File: src/rtl/huff_pkg.sv
// Shared types and constants for the Huffman front end (frequency counter and encoder).
// Odd-even transposition sorting is compiled in when HUFF_FREQ_SORT_EN is defined.
package huff_pkg;

   localparam int unsigned NUM_SYM = 3;
   localparam int unsigned CHAR_W  = 8;
   localparam int unsigned FREQ_W  = 3;
   localparam int unsigned WORD_W  = 1 + FREQ_W + CHAR_W;
   localparam int unsigned SLOT_W  = 1 + FREQ_W + CHAR_W;
   localparam int unsigned IDX_W   = (NUM_SYM > 1) ? $clog2(NUM_SYM) : 1;
   localparam int unsigned CNT_W   = $clog2(NUM_SYM + 1);

   localparam logic [FREQ_W-1:0] FREQ_MAX = '1;
   localparam logic [CNT_W-1:0]  CNT_LAST = CNT_W'(NUM_SYM - 1);
   localparam logic [CNT_W-1:0]  CNT_END  = CNT_W'(NUM_SYM);

   typedef struct packed {
      logic              used;
      logic [FREQ_W-1:0] freq;
      logic [CHAR_W-1:0] chr;
   } slot_t;

   // Layout shared with the encoder's input port.
   typedef struct packed {
      logic              valid;
      logic [FREQ_W-1:0] freq;
      logic [CHAR_W-1:0] chr;
   } word_t;

   typedef enum logic [1:0] {
      StCount,
      StSort,
      StEmit
   } state_e;

endpackage

File: src/rtl/huff_cmp_swap.sv
// Compare-and-conditional-swap of two slots; the higher frequency moves to the lower index.
// A strict comparison keeps equal-frequency slots in their original order.
module huff_cmp_swap
   import huff_pkg::*;
(
   input  logic [SLOT_W-1:0] a_i,
   input  logic [SLOT_W-1:0] b_i,
   output logic [SLOT_W-1:0] a_o,
   output logic [SLOT_W-1:0] b_o
);

   slot_t a;
   slot_t b;

   always_comb begin
      a = slot_t'(a_i);
      b = slot_t'(b_i);
      if (a.freq < b.freq) begin
         a_o = b_i;
         b_o = a_i;
      end else begin
         a_o = a_i;
         b_o = b_i;
      end
   end

endmodule

File: src/rtl/huff_freq_counter.sv
// Counts distinct characters of a message, optionally sorts by frequency, then emits one
// encoder word per slot. Define HUFF_FREQ_SORT_EN to include the SORT state and network.
module huff_freq_counter
   import huff_pkg::*;
(
   input  logic              clk,
   input  logic              reset,
   input  logic              in_valid,
   output logic              in_ready,
   input  logic [CHAR_W-1:0] in_char,
   input  logic              in_last,
   output logic [WORD_W-1:0] out_word,
   output logic              out_done,
   output logic              overflow
);

   state_e             state_q, state_d;
   slot_t              slots_q [NUM_SYM];
   slot_t              slots_d [NUM_SYM];
   logic [CNT_W-1:0]   cnt_q, cnt_d;
   logic               ovf_q, ovf_d;
   word_t              word_q, word_d;
   logic               done_q, done_d;

   logic               hit, free_found;
   logic [IDX_W-1:0]   hit_idx, free_idx;

`ifdef HUFF_FREQ_SORT_EN
   slot_t sw_a [NUM_SYM-1];
   slot_t sw_b [NUM_SYM-1];

   for (genvar k = 0; k < NUM_SYM - 1; k++) begin : g_pair
      huff_cmp_swap u_cmp_swap (
         .a_i (slots_q[k]),
         .b_i (slots_q[k+1]),
         .a_o (sw_a[k]),
         .b_o (sw_b[k])
      );
   end
`endif

   assign in_ready = (state_q == StCount);
   assign out_word = word_q;
   assign out_done = done_q;
   assign overflow = ovf_q;

   // Parallel match against used slots and lowest-index free slot search.
   always_comb begin
      hit        = 1'b0;
      hit_idx    = '0;
      free_found = 1'b0;
      free_idx   = '0;
      for (int unsigned k = 0; k < NUM_SYM; k++) begin
         if (!hit && slots_q[k].used && (slots_q[k].chr == in_char)) begin
            hit     = 1'b1;
            hit_idx = IDX_W'(k);
         end
         if (!free_found && !slots_q[k].used) begin
            free_found = 1'b1;
            free_idx   = IDX_W'(k);
         end
      end
   end

   always_comb begin
      state_d = state_q;
      slots_d = slots_q;
      cnt_d   = cnt_q;
      ovf_d   = ovf_q;
      word_d  = '0;
      done_d  = 1'b0;
      unique case (state_q)
         StCount: begin
            if (in_valid) begin
               if (hit) begin
                  if (slots_q[hit_idx].freq != FREQ_MAX) begin
                     slots_d[hit_idx].freq = slots_q[hit_idx].freq + 1'b1;
                  end
               end else if (free_found) begin
                  slots_d[free_idx] = '{used: 1'b1, freq: FREQ_W'(1), chr: in_char};
               end else begin
                  ovf_d = 1'b1;
               end
               if (in_last) begin
                  cnt_d = '0;
`ifdef HUFF_FREQ_SORT_EN
                  state_d = StSort;
`else
                  state_d = StEmit;
`endif
               end
            end
         end
`ifdef HUFF_FREQ_SORT_EN
         StSort: begin
            // Even phases compare pairs (0,1),(2,3)..; odd phases (1,2),(3,4)..
            for (int unsigned k = 0; k < NUM_SYM - 1; k++) begin
               if (cnt_q[0] == 1'(k % 2)) begin
                  slots_d[k]   = sw_a[k];
                  slots_d[k+1] = sw_b[k];
               end
            end
            if (cnt_q == CNT_LAST) begin
               cnt_d   = '0;
               state_d = StEmit;
            end else begin
               cnt_d = cnt_q + 1'b1;
            end
         end
`endif
         StEmit: begin
            if (cnt_q == CNT_END) begin
               done_d  = 1'b1;
               ovf_d   = 1'b0;
               cnt_d   = '0;
               state_d = StCount;
               for (int unsigned k = 0; k < NUM_SYM; k++) begin
                  slots_d[k] = '0;
               end
            end else begin
               word_d = '{valid: 1'b1, freq: slots_q[cnt_q].freq, chr: slots_q[cnt_q].chr};
               cnt_d  = cnt_q + 1'b1;
            end
         end
         default: state_d = StCount;
      endcase
   end

   always_ff @(posedge clk or negedge reset) begin
      if (!reset) begin
         state_q <= StCount;
         for (int unsigned k = 0; k < NUM_SYM; k++) begin
            slots_q[k] <= '0;
         end
         cnt_q  <= '0;
         ovf_q  <= 1'b0;
         word_q <= '0;
         done_q <= 1'b0;
      end else begin
         state_q <= state_d;
         slots_q <= slots_d;
         cnt_q   <= cnt_d;
         ovf_q   <= ovf_d;
         word_q  <= word_d;
         done_q  <= done_d;
      end
   end

endmodule

File: config.mk
export PLATFORM = sky130hd
export DESIGN_NAME = huff_freq_counter
export DESIGN_NICKNAME = d
export VERILOG_FILES = /design/src/rtl/huff_pkg.sv /design/src/rtl/huff_cmp_swap.sv /design/src/rtl/huff_freq_counter.sv
export SDC_FILE = /design/constraint.sdc
export NUM_CORES = 1
export LEC_CHECK = 0
export ABC_CLOCK_PERIOD_IN_PS = 4600
export BUFFER_PORTS_ARGS = -buffer_cell sky130_fd_sc_hd__buf_2
export CORE_AREA = 2 2 71 73
export CTS_CLUSTER_SIZE = 30
export DETAILED_ROUTE_END_ITERATION = 8
export DIE_AREA = 0 0 73 75
export HOLD_SLACK_MARGIN = 0.1
export PLACE_DENSITY = 0.81
export RECOVER_POWER = 25
export SETUP_SLACK_MARGIN = 0.5
export SLEW_MARGIN = 30
export SYNTH_ARGS = -nofsm -noshare
export SYNTH_HDL_FRONTEND = slang
export SYNTH_HIERARCHICAL = 1
export SYNTH_SLANG_ARGS = --single-unit
File: constraint.sdc
create_clock -name clk -period 4.6 [get_ports clk]
set_clock_uncertainty 0.05 [all_clocks]
set_input_delay 0.69 -clock clk [delete_from_list [all_inputs] [get_ports clk]]
set_output_delay 0.69 -clock clk [all_outputs]
set_load 0.005 [all_outputs]
=== After elaboration in Yosys (flattened, before gate mapping) ===
Index checks and enable logic that the tools add are counted.

* Output and inout bits: 15
* Bits in registers: 54
* Logic and storage cells: 104
* Input bits: 12

* $add $sub $neg: 2
* $lt $le $gt $ge: 5
* Bitwise logic cells: 3
* Reductions and logical operators: 20
* Muxes and demuxes: 45
* Equal/unequal tests: 13

{| class="wikitable"
|+ Operators by type and width
! cell !! number
|-
| 36-bit 2-to-1 mux || 5
|-
| 36-bit bitwise mux || 2
|-
| 36-bit case mux with 2 select lines || 1
|-
| 11-bit 2-to-1 mux || 5
|-
| 12-bit binary-select mux with 2-bit select || 2
|-
| 12-bit demux with 2-bit select || 2
|-
| 12-bit 2-to-1 mux || 3
|-
| 8-bit == test || 3
|-
| 2-bit 2-to-1 mux || 8
|-
| 1-bit 2-to-1 mux || 14
|-
| 5-bit AND reduction || 2
|-
| 3-bit >= comparator (second input constant) || 3
|-
| 1-bit logical AND || 9
|-
| 2-bit inverter with 3-bit output || 3
|-
| 2-bit != test (second input constant) || 4
|-
| 2-bit case mux with 2 select lines || 2
|-
| 3-bit by 1-bit less-than comparator with 1-bit output (second input constant) || 2
|-
| 3-bit AND reduction || 2
|-
| 1-bit zero test || 5
|-
| 2-bit == test (second input constant) || 2
|-
| 3-bit by 1-bit adder with 3-bit output (second input constant) || 1
|-
| 3-bit by 1-bit != test with 1-bit output (second input constant) || 1
|-
| 3-bit by 2-bit != test with 1-bit output (second input constant) || 1
|-
| 3-bit != test (second input constant) || 1
|-
| 5 further kinds || 5
|}

=== Depth between registers and ports, before layout ===
* Depth after elaboration: 21
* Mapped depth: 15
* Depth with buffers taken out: 14

=== Least setup slack after synthesis ===
Ideal clock, no wire load.

* Kind: in2reg
* From: input in_char[1]
* To: register slots_q[28] (netlist name)
* Stages: 14
* Path slack: 1.242 ns
* Library setup time: 0.121 ns
* Arrival: 3.187 ns
* Cell sequence: buf_4 > xnor2_1 > nand3_1 > nor3_1 > nand2b_1 > clkbuf_1 > mux2i_1 > a21oi_1 > ha_1 > ha_1 > o21ai_0 > mux2_2 > o21ai_2 > a22o_2

* Cells in the longest elaborated chain, start to end: 18

{| class="wikitable"
|+ Ends and longest elaborated chain
! element !! RTL line !! source
|-
| start: declaration || huff_freq_counter.sv:10 || <nowiki>input logic [CHAR_W-1:0] in_char,</nowiki>
|-
| 8-bit == test || huff_freq_counter.sv:54 || <nowiki>if (!hit && slots_q[k].used && (slots_q[k].chr == in_char)) begin</nowiki>
|-
| 1-bit logical AND || huff_freq_counter.sv:54 ||
|-
| 1-bit 2-to-1 mux || huff_freq_counter.sv:54 ||
|-
| 1-bit zero test || huff_freq_counter.sv:54 ||
|-
| 1-bit logical AND (2 in series) || huff_freq_counter.sv:54 ||
|-
| 1-bit 2-to-1 mux || huff_freq_counter.sv:54 ||
|-
| 1-bit zero test || huff_freq_counter.sv:54 ||
|-
| 1-bit logical AND (2 in series) || huff_freq_counter.sv:54 ||
|-
| 2-bit 2-to-1 mux || huff_freq_counter.sv:54 ||
|-
| 2-bit inverter with 3-bit output (not written as such) || huff_freq_counter.sv:76, huff_freq_counter.sv:77 ||
|-
| 12-bit binary-select mux with 2-bit select / 12-bit demux with 2-bit select (equally long branches) || huff_freq_counter.sv:76, huff_freq_counter.sv:77 ||
|-
| 11-bit 2-to-1 mux (not written as such) / 36-bit bitwise mux (equally long branches) || huff_freq_counter.sv:76, huff_freq_counter.sv:77 ||
|-
| 11-bit 2-to-1 mux (not written as such) / 36-bit 2-to-1 mux (equally long branches) || huff_freq_counter.sv:76 || <nowiki>if (slots_q[hit_idx].freq != FREQ_MAX) begin</nowiki>
|-
| 3-bit != test / 36-bit 2-to-1 mux (equally long branches) || huff_freq_counter.sv:76, huff_freq_counter.sv:75 ||
|-
| 3-bit by 2-bit != test with 1-bit output (no line) / 36-bit 2-to-1 mux (equally long branches) || n/a ||
|-
| 5-bit AND reduction (no line) / 36-bit case mux with 2 select lines (equally long branches) || n/a ||
|-
| end signal: assignment || huff_freq_counter.sv:141 || <nowiki>slots_q <= slots_d;</nowiki>
|-
| end: declaration || huff_freq_counter.sv:18 || <nowiki>slot_t slots_q [NUM_SYM];</nowiki>
|}

Parallel ways exist; a longest one is shown, timed or not. The select of a mux whose other input is x is not followed.
A chain may end at the register's enable or synchronous reset.

=== Final worst setup path ===
* From: input in_char[0]
* To: register slots_q[20] (netlist name)

* Cells in the longest elaborated chain, start to end: 21

{| class="wikitable"
|+ Ends and longest elaborated chain
! element !! RTL line !! source
|-
| 8-bit == test || huff_freq_counter.sv:54 ||
|-
| 1-bit logical AND || huff_freq_counter.sv:54 ||
|-
| 1-bit 2-to-1 mux || huff_freq_counter.sv:54 ||
|-
| 1-bit zero test || huff_freq_counter.sv:54 ||
|-
| 1-bit logical AND (2 in series) || huff_freq_counter.sv:54 ||
|-
| 1-bit 2-to-1 mux || huff_freq_counter.sv:54 ||
|-
| 1-bit zero test || huff_freq_counter.sv:54 ||
|-
| 1-bit logical AND (2 in series) || huff_freq_counter.sv:54 ||
|-
| [3 not listed] || n/a ||
|-
| 11-bit 2-to-1 mux (not written as such) / 1-bit logical AND (equally long branches) || huff_freq_counter.sv:76, huff_freq_counter.sv:77 ||
|-
| 11-bit 2-to-1 mux, on equally long branches || huff_freq_counter.sv:76, huff_freq_counter.sv:77 ||
|-
| 3-bit by 1-bit adder with 3-bit output / 12-bit demux with 2-bit select (equally long branches) || huff_freq_counter.sv:77 || <nowiki>slots_d[hit_idx].freq = slots_q[hit_idx].freq + 1'b1;</nowiki>
|-
| 36-bit bitwise mux || huff_freq_counter.sv:77 ||
|-
| 36-bit 2-to-1 mux || huff_freq_counter.sv:76 ||
|-
| 36-bit 2-to-1 mux || huff_freq_counter.sv:75 || <nowiki>if (hit) begin</nowiki>
|-
| 36-bit 2-to-1 mux || huff_freq_counter.sv:74 || <nowiki>if (in_valid) begin</nowiki>
|-
| 36-bit case mux with 2 select lines || huff_freq_counter.sv:72 || <nowiki>unique case (state_q)</nowiki>
|}

Parallel ways exist; a longest one is shown, timed or not. The select of a mux whose other input is x is not followed.

==> qor.json <==
{
  "status": "finished, violations left",
  "failed_checks": "capacitance limit, slew limit",
  "cts-buffers-inserted": 5,
  "cp_max_delay_cell": "sky130_fd_sc_hd__nor4_1",
  "route.antenna.remaining_nets": 0,
  "clk_pin_slew_ns": 0.09,
  "min_period_over_period_pct": 74.84,
  "die_width_um": 73,
  "mappedNetlistArea_um2": 2843,
  "clock_latency_on_the_worst_skew_pair_ns": 0.31,
  "crit_arrival_ns": 3.64,
  "slew_headroom_pct": -77.94,
  "grtUsageMet2_pct": 35.24,
  "yosys_register_bits": 53,
  "cts_repair_resize_count": 0,
  "syn_nets": 301,
  "overflow_after_grt": 0,
  "postPlaceCellArea_um2": 2934,
  "routed_wire_length_per_instance_um": 15.83,
  "timing.critical_path.fanout_max": 10,
  "ctsLongestPathBuffers": 2,
  "place.gp.congestion": 0.8956,
  "area_growth_syn_to_fin_pct": 6.426,
  "grt-busiest-layer": "met2",
  "worst_setup_timing_slack_at_the_placement_stage_ns": 0.8549,
  "grt_setup_unrepaired": "no",
  "first_pass_grt_wire_length_um": 9370,
  "vdd_drop_max_mv": 0.2912,
  "number_of_max_cap_violations": 1,
  "slowest_delay_ns": 0.40,
  "placement_rows": 25,
  "cts_root_buffer": "sky130_fd_sc_hd__clkbuf_8",
  "die_area_um2": 5475,
  "count_of_flip_flops_with_a_built_in_enable_after_synthesis": 0,
  "timing_worst_slew_pin_value_ns": 2.669,
  "initial_antenna_violation_count": 0,
  "pin_count_of_the_biggest_net_entering_global_routing": 54,
  "finalCriticalPeriod_ns": 3.443,
  "design.final.nets": 318,
  "worstPathBufferInverterCount": 1,
  "grt_use_met1_pct": 33.16,
  "top_family_by_delay_on_critical_path": "simple AND/OR/NAND/NOR gates",
  "first_global_vias": 1945,
  "clock_tree_from_tritoncts": "done",
  "die_h_um": 75,
  "clock_tree.htree_level_count": 2,
  "clock-sinks": 53,
  "placement.io_buffers": 26,
  "ys_dominant_reg_cell": "sky130_fd_sc_hd__dfrtp_1",
  "criticalPathCategory": "input pin to flop",
  "synth-adder-area-share_pct": 1.320,
  "post-dp-hpwl_um": 4262,
  "main_combinational_cell_family_by_area_after_synthesis": "compound AO/OA/AOI/OAI gates",
  "timing.final.hold_violations": 0,
  "synth.lib_cells_used.distinct": 42,
  "synthXorXnorAreaFrac_pct": 7.394,
  "static-leakage-power_nw": 1.408,
  "ctsHoldBuffers": 0,
  "grt.met3_usage_pct": 2.811,
  "end_kind": "flop",
  "gr_util_all_layers_pct": 22.59,
  "synthCells": 286,
  "drt_iter0_drc": 114,
  "postLayoutSetupSlackWorst_ns": 1.157,
  "firstDrtPassIters": 5,
  "crit_required_ns": 4.80,
  "setup-violations-final": 0,
  "remaining_drc_errors": 0,
  "final_area_um2": 3025,
  "synth_seq_area_share_pct": 46.65,
  "num_vias": 2117,
  "antenna_fix_cells": 0,
  "power-per-cell-area_nw_per_um2": 600.0,
  "cell_by_cell_listing_of_the_critical_path": "buf_2, xnor2_1, nand4_1, nor3_1, nand2b_1, mux2i_1, a21oi_1, ha_1, ha_1, o21ai_0, mux2i_2, nor4_1, a211o_1",
  "routed_wirelength_um": 5667,
  "synth-compound-area-share_pct": 17.69,
  "worst_setup_path_start_kind": "input pin",
  "layout-drive-gt1-share_pct": 15.46,
  "initial_core_util_pct": 60.99,
  "async_flop_share_pct": 100.0,
  "setup_total_negative_slack_ns": 0,
  "synth_area_per_cell_um2": 9.940,
  "finalMaxSlewViolations": 54,
  "io_pins": 27,
  "route.detailed.vias_per_inst": 5.913,
  "cp_common_cell": "sky130_fd_sc_hd__ha_1",
  "post_cts_setup_driven_buffer_insertion_count": 0,
  "achievable_clock_frequency_mhz": 290.5,
  "worst_hold_path_type": "flop to flop",
  "simple_gate_share_of_the_synthesized_area_pct": 14.74,
  "yosys_warnings": 6,
  "multiplexer_share_of_the_synthesized_area_pct": 6.866,
  "core_area_um2": 4661
}
-- power by group --
group	switching (mW)	leakage [nW]	total (mW)	internal, mW
clock network	0.155	0.0487	0.266	0.111
registers	0.203	0.694	0.822	0.618
logic	0.395	0.666	0.727	0.332
total	0.754	1.41	1.82	1.06
-- Yosys cell counts, drive strengths merged, types with 3 or more instances --
library cell / instances / area [µm²]
buf: 10 / 86.33
clkbuf: 7 / 27.52
a22oi: 3 / 22.52
nor3: 9 / 60.06
nand2b: 4 / 25.02
inv: 10 / 37.54
xnor2: 24 / 210.2
a21oi: 17 / 96.35
nand4: 3 / 18.77
nor2: 40 / 150.1
a22o: 21 / 185.2
nand2: 21 / 78.83
mux2i: 18 / 183.9
ha: 3 / 37.54
nand3: 3 / 15.01
o21ai: 20 / 111.4
dfrtp: 53 / 1326
-- placed cells by master (no fill, tap or decap), types with 2 or more instances in the layout --
cell and instances:
sky130_fd_sc_hd__dfrtp_1 53, sky130_fd_sc_hd__nor2_1 40, sky130_fd_sc_hd__buf_2 26, sky130_fd_sc_hd__xnor2_1 24, sky130_fd_sc_hd__nand2_1 21, sky130_fd_sc_hd__a22o_1 20
sky130_fd_sc_hd__mux2i_1 17, sky130_fd_sc_hd__a21oi_1 16, sky130_fd_sc_hd__o21ai_0 16, sky130_fd_sc_hd__inv_1 10, sky130_fd_sc_hd__nor3_1 6, sky130_fd_sc_hd__clkbuf_8 5
sky130_fd_sc_hd__nand2b_1 4, sky130_fd_sc_hd__nand3_1 3, sky130_fd_sc_hd__nand4_1 3, sky130_fd_sc_hd__nor3_2 3, sky130_fd_sc_hd__o21ai_2 3, sky130_fd_sc_hd__a22oi_1 3
sky130_fd_sc_hd__ha_1 3, sky130_fd_sc_hd__or3_1 2, sky130_fd_sc_hd__o21a_1 2, sky130_fd_sc_hd__a32o_1 2, sky130_fd_sc_hd__a31oi_1 2, sky130_fd_sc_hd__clkinv_4 2
-- final cells by class --
type | count | area (µm²)
multi-input cells | 206 | 1365
repair buffers | 27 | 133.9
fillers | 371 | 1635
well taps | 54 | 67.56
inverters | 10 | 37.54
clock inverters | 3 | 26.28
flip-flops and latches | 53 | 1326
clock buffers | 5 | 68.82
-- worst min-delay path, stage by stage, from the launching register on --
cell and delay [ns]:
sky130_fd_sc_hd__dfrtp_1 0.36, sky130_fd_sc_hd__nand2_1 0.05, sky130_fd_sc_hd__o41ai_1 0.06
-- per-stage QoR --
| stage | std cells | power (mW) | util, % | hold slack [ns] |
|---|---|---|---|---|
| 6_report | 358 | 1.815 | 64.91 | 0.4524 |
| 5_1_grt | 358 | 1.958 | 64.91 | 0.4828 |
| 4_1_cts | 358 | 1.823 | 64.99 | 0.4498 |
| 3_5_place_dp | 350 | 1.555 | 62.95 | 0.4170 |
| 3_3_place_gp | 350 | 1.534 | 62.95 | 0.4207 |
| 2_1_floorplan | 286 | 1.352 | - | 0.3444 |
-- final timing paths --
check,startpoint,endpoint,slack (ns),depth (start not counted)
setup / recovery,in_char[0],slots_q[20]$_DFFE_PN0P_,1.16,13
hold / removal,overflow$_DFFE_PN0P_,overflow$_DFFE_PN0P_,0.45,2
setup reg to reg,slots_q[24]$_DFFE_PN0P_,slots_q[20]$_DFFE_PN0P_,1.27,12
hold reg to reg,overflow$_DFFE_PN0P_,overflow$_DFFE_PN0P_,0.45,2
max in group asynchronous,reset,cnt_q[1]$_DFFE_PN0P_,1.74,2
min in group asynchronous,reset,out_word[10]$_DFF_PN0_,1.27,2
-- cell families after synthesis --
logic type,Yosys count
muxes,19
DFF,53
and+or+nand+nor,88
xor gates and xnor gates,24
buffers and inverters,27
AOI/OAI and AO/OA,72
adders and majority gates,3
-- state kept, by name (all words and copies together), names as in the netlist --
signal and count:
cnt_q 2, state_q 1, out_done 1, out_word 12, overflow 1, slots_q 36
-- per-layer routing --
| metal | share of wire (%) | up-vias |
|---|---|---|
| li1 | - | 1035 |
| met1 | 48 | 1009 |
| met2 | 46 | 65 |
| met3 | 4.9 | 8 |
| met4 | 1.4 | 0 |
| met5 | 0 | - |
No activity file was read; power rests on OpenSTA's default activity.
